`src/rtl/layer_feeder.sv`:
```
// Layer sequencer: streams (activation, weight, bias) terms of each node into node_op
// and writes the returned x into the result buffer. Optional macro: RELU_EN (ReLU on write-back).
module layer_feeder #(
  parameter int N_INPUTS = 16,
  parameter int N_NODES  = 8,
  parameter int DATA_W   = 16,
  parameter int AW_A     = (N_INPUTS > 1) ? $clog2(N_INPUTS) : 1,
  parameter int AW_W     = (N_INPUTS * N_NODES > 1) ? $clog2(N_INPUTS * N_NODES) : 1,
  parameter int AW_N     = (N_NODES > 1) ? $clog2(N_NODES) : 1
) (
  input  logic              clk,
  input  logic              rst,
  input  logic              start,
  output logic              busy,
  output logic              done,
  output logic [AW_A-1:0]   act_addr,
  input  logic [DATA_W-1:0] act_rdata,
  output logic [AW_W-1:0]   w_addr,
  input  logic [DATA_W-1:0] w_rdata,
  output logic [AW_N-1:0]   b_addr,
  input  logic [DATA_W-1:0] b_rdata,
  output logic              node_valid_in,
  output logic [DATA_W-1:0] node_prev_output,
  output logic [DATA_W-1:0] node_weight,
  output logic [DATA_W-1:0] node_bias,
  output logic              node_last,
  input  logic              node_valid_out,
  input  logic [DATA_W-1:0] node_x,
  output logic              res_we,
  output logic [AW_N-1:0]   res_addr,
  output logic [DATA_W-1:0] res_wdata
);

  typedef enum logic [2:0] {IDLE, ISSUE, STREAM, WAIT_X, WRITE, FIN} state_t;

  localparam logic [AW_A-1:0] I_MAX  = AW_A'(N_INPUTS - 1);
  localparam logic [AW_N-1:0] N_MAX  = AW_N'(N_NODES - 1);
  localparam logic [AW_W-1:0] N_IN_W = AW_W'(N_INPUTS);

  state_t            state_q, state_d;
  logic [AW_A-1:0]   i_q, i_d;
  logic [AW_N-1:0]   n_q, n_d;
  logic [DATA_W-1:0] x_q, x_d;
  logic              valid_q, valid_d;
  logic              last_q, last_d;
  logic [DATA_W-1:0] prev_q, prev_d;
  logic [DATA_W-1:0] wt_q, wt_d;
  logic [DATA_W-1:0] bias_q, bias_d;
  logic              term_en;
  logic [AW_A-1:0]   rd_idx;
  logic [DATA_W-1:0] wb_data;

  // STREAM spends one extra cycle presenting the registered last term, so
  // valid_in is already low once WAIT_X is entered.
  assign term_en = (state_q == STREAM) && !last_q;

`ifdef RELU_EN
  assign wb_data = x_q[DATA_W-1] ? '0 : x_q;
`else
  assign wb_data = x_q;
`endif

  always_ff @(posedge clk) begin
    if (rst) begin
      state_q <= IDLE;
      i_q     <= '0;
      n_q     <= '0;
      x_q     <= '0;
      valid_q <= 1'b0;
      last_q  <= 1'b0;
      prev_q  <= '0;
      wt_q    <= '0;
      bias_q  <= '0;
    end else begin
      state_q <= state_d;
      i_q     <= i_d;
      n_q     <= n_d;
      x_q     <= x_d;
      valid_q <= valid_d;
      last_q  <= last_d;
      prev_q  <= prev_d;
      wt_q    <= wt_d;
      bias_q  <= bias_d;
    end
  end

  always_comb begin
    state_d = state_q;
    i_d     = i_q;
    n_d     = n_q;
    x_d     = x_q;
    case (state_q)
      IDLE:   if (start) state_d = ISSUE;
      ISSUE:  state_d = STREAM;
      STREAM: begin
        if (last_q) state_d = WAIT_X;
        else        i_d = (i_q == I_MAX) ? '0 : i_q + AW_A'(1);
      end
      WAIT_X: begin
        if (node_valid_out) begin
          x_d     = node_x;
          state_d = WRITE;
        end
      end
      WRITE: begin
        i_d = '0;
        if (n_q == N_MAX) begin
          n_d     = '0;
          state_d = FIN;
        end else begin
          n_d     = n_q + AW_N'(1);
          state_d = ISSUE;
        end
      end
      FIN:     state_d = IDLE;
      default: state_d = IDLE;
    endcase
    valid_d = term_en;
    last_d  = term_en && (i_q == I_MAX);
    prev_d  = term_en ? act_rdata : '0;
    wt_d    = term_en ? w_rdata   : '0;
    bias_d  = term_en ? b_rdata   : '0;
  end

  always_comb begin
    busy      = (state_q == ISSUE) || (state_q == STREAM) ||
                (state_q == WAIT_X) || (state_q == WRITE);
    done      = (state_q == FIN);
    res_we    = (state_q == WRITE);
    res_addr  = res_we ? n_q : '0;
    res_wdata = res_we ? wb_data : '0;
    // Read address runs one term ahead of the data being registered.
    rd_idx    = '0;
    if (term_en && (i_q != I_MAX)) rd_idx = i_q + AW_A'(1);
    act_addr  = rd_idx;
    w_addr    = AW_W'(n_q) * N_IN_W + AW_W'(rd_idx);
    b_addr    = n_q;
  end

  assign node_valid_in    = valid_q;
  assign node_last        = last_q;
  assign node_prev_output = prev_q;
  assign node_weight      = wt_q;
  assign node_bias        = bias_q;

endmodule

```
`config.mk`:
```
export PLATFORM = sky130hd
export DESIGN_NAME = layer_feeder
export DESIGN_NICKNAME = d
export VERILOG_FILES = /design/src/rtl/layer_feeder.sv
export SDC_FILE = /design/constraint.sdc
export NUM_CORES = 1
export LEC_CHECK = 0
export ABC_AREA = 1
export CORE_MARGIN = 2
export CORE_UTILIZATION = 38
export DETAILED_ROUTE_END_ITERATION = 7
export HOLD_SLACK_MARGIN = 0.02
export PLACE_DENSITY = 0.89
export SETUP_SLACK_MARGIN = 0.1
export SYNTH_ARGS = -nofsm -noshare
export SYNTH_HDL_FRONTEND = slang
export SYNTH_SLANG_ARGS = --single-unit
```
`constraint.sdc`:
```
create_clock -name clk -period 1.3 [get_ports clk]
set_input_delay 0.13 -clock clk [delete_from_list [all_inputs] [get_ports clk]]
set_output_delay 0.13 -clock clk [all_outputs]
set_load 0.01 [all_outputs]
```
==> key figures <==
Layout
  • Fillers: 428
  • Most frequent cells in the layout: inv_1 (76), dfxtp_1 (67), clkdlybuf4s50_1 (67), dlygate4sd2_1 (51), nor2_4 (40)
  • Area grow syn2layout: 111%
  • Finished Core Util: 0.812
  • Sequential Area: 1540 um^2
  • Antenna Cells: 0
  • Multi-input gate area: 1420 um^2
  • Fraction of layout cells with a size suffix above 1: 0.452
  • Final nets: 621
  • Most common cell after layout, fill and taps aside: inv_1

Timing
  • Max-slew violations: 0
  • Min Hold Slack: 0.288 ns
  • Slew @ Worst Pin: 0.375 ns
  • Setup Skew: 0.0111 ns
  • Final setup fails: 95
  • Slew margin rel.: 0.749
  • RSZ-0062 raised after global routing: true
  • Highest clock rate: 648 MHz
  • Worst setup margin: -0.242 ns
  • Period Utilization, post-route: 1.19
  • Final Hold Vio Count: 0
  • Sum Neg Setup Slack: -11.92 ns
  • Crit path time final: 1.54 ns

Place
  • Hpwl dp: 5630 um
  • Placer Congestion: 0.827
  • Setup WS pre-CTS: -0.313 ns
  • Buffers on Ports: 153

Global route
  • Largest net degree at the start of global routing: 19
  • Antenna violations before repair: 0
  • Overflow after GRT: 0
  • Vias in the first global route: 2850
  • Overall Global Routing Usage: 0.225
  • First-pass GRT wire length: 13500 um

Worst setup path
  • Element type at the critical path start: flip-flop
  • Endpoint class of the critical path: output port
  • Req. time, crit path: 1.17 ns
  • Worst EP arrival: 1.41 ns
  • Critical Path Fanout Max: 14
  • Crit path kind: reg -> out

Pwr
  • Overall Power: 0.00698 W
  • Clock share of power: 0.276
  • Internal Power: 0.00469 W
  • Switching portion of total power: 0.328
  • Sequential Power Share: 0.382
  • Leak: 2.75 nW
  • Combinational share of power: 0.342
  • Worst vdd ir: 0.800 mV
  • NetSw: 0.00229 W
  • Power per standard cell area: 1200 nW/um^2

CTS
  • Clock Latency Late Sink: 0.35 ns
  • TritonCTS buffer count: 9
  • CTS root buf: clkbuf_8
  • Clk buf depth: 2
  • Sink Count: 76
  • Htree depth: 3
  • CTS tree: yes
  • CTS clk-pin slew, worst paths: 0.09 ns

Min path
  • Worst min path class: in -> reg

Yosys
  • Cell variety after synth: 24
  • Flop and latch count out of synthesis: 76
  • Mapped Avg Cell Area: 8.06 um^2
  • Syn. warnings: 0
  • Syn Nets: 412
  • Synthesized instance count: 341
  • Area leader, netlist: dfxtp_1
  • Largest cells by area after synthesis: dfxtp_1 (55%), inv_1 (11%), nor2_1 (10%), a21oi_1 (4.2%), buf_6 (2.9%)
  • Netlist Area Pre-Place: 2750 um^2
  • Synth top area share: 0.553
  • Sequential-to-total area share from yosys stat: 0.553

Route
  • Initial DRC count: 84
  • Highest Signal Layer: met4
  • Post-DRT Antenna Nets: 0
  • Routed wl met2: 6380 um
  • Avg Vias per Cell: 4.61
  • # DRC: 0
  • Met3 wire len: 470 um
  • Routed vias: 3016
  • First-pass iteration count of the detailed router: 6
  • Detailed Route WL: 11000 um
  • Wire per inst: 16.8 um
  • M1 wire length: 3820 um

Die
  • Core box area: 7140 um^2
  • Ports: 154
  • Initial core utilization: 0.385
  • Die height: 89.1 um
  • Die area: 7930 um^2
  • Row count: 31
  • Die X: 89.1 um

Run status
  • Failing checks: negative setup slack
  • Outcome: finished, violations left

Flow run
  • Max Cap Viol: 0
-- repair_timing --
item                                    in CTS  in global routing
gates cloned                                 6                  0
setup buffers                               20                 22
hold buffers                                 0                  0
pin swaps                                   19                 37
endpoints found under the setup margin     154                109
resized for setup                          284                159
-- synth_stat cells --
library cell and n:
buf_2 2, buf_6 7, xor2_1 1, inv_1 84, nand3_2 2, o211ai_1 1, nor2_1 75, o21ai_0 14
dfxtp_1 76, nand2_4 1, nor2_2 2, nand3_1 6, ha_1 3, nand2_1 18, o21ai_1 5, nor3_2 1
nor2_4 1, buf_4 8, a21oi_1 23, nand4_1 2, inv_2 2, nand2_2 2, nor3_1 3, clkbuf_1 2
-- critical path, cell delays in order (launching register included) --
cell and delay, ns:
dfxtp_4 0.39, nor2_4 0.14, nand2_4 0.10, buf_12 0.17
nor2_1 0.10, buf_2 0.15
-- through the flow --
stage	area (um^2)	cells
2_1_floorplan	2750	341
3_3_place_gp	4490	601
3_5_place_dp	4490	601
4_1_cts	5160	643
5_1_grt	5800	654
6_report	5800	654
-- power groups by stage --
stage	Sequential [W]	Combinational, W	Clock [W]
4_1_cts	0.00264	0.00186	0.00191
2_1_floorplan	0.00276	0.000557	0
3_3_place_gp	0.00266	0.00141	0
3_5_place_dp	0.00267	0.00145	0
6_report	0.00267	0.00239	0.00193
5_1_grt	0.00269	0.00253	0.00205
-- area by class of cell --
type,count,area share
inverters,86,0.0583
clock inverters,7,0.0142
multi-input cells,160,0.245
flip-flops and latches,76,0.266
clock buffers,9,0.0214
repair buffers,217,0.374
well taps,99,0.0214
-- registers in the layout (all words and copies together) (netlist names) --
register,cells
wb_data,16
node_weight,16
i_q,4
node_valid_in,1
node_bias,16
node_last,1
state_q,3
node_prev_output,16
b_addr,3
-- metal layers --
layer,GRT usage,vias up
li1,-,1416
met1,0.229,1443
met2,0.438,126
met3,0.0434,31
met4,0.103,0
met5,0,-
-- path summary, 6_finish.rpt --
check,startpoint,end,slack [ns],cells after the start
setup / recovery,state_q[1]$_SDFFE_PP0P_,res_wdata[0],-0.24,5
hold / removal,b_rdata[15],node_bias[15]$_SDFF_PP0_,0.29,3
setup reg to reg,state_q[2]$_SDFFE_PP0P_,wb_data[9]$_SDFFE_PP0P_,-0.16,8
hold reg to reg,wb_data[7]$_SDFFE_PP0P_,wb_data[7]$_SDFFE_PP0P_,0.48,2
-- logic make-up (layout without fill, tap and decap cells) --
kind of cell / after synthesis / count (layout) / share of synthesized area
xor+xnor: 1 / 1 / 0.00319
compound gates: 43 / 43 / 0.0792
fa+ha+maj: 3 / 3 / 0.0137
buf+inv: 105 / 319 / 0.174
flops: 76 / 76 / 0.553
simple gates: 113 / 113 / 0.176
(Power assumes the default switching activity.)
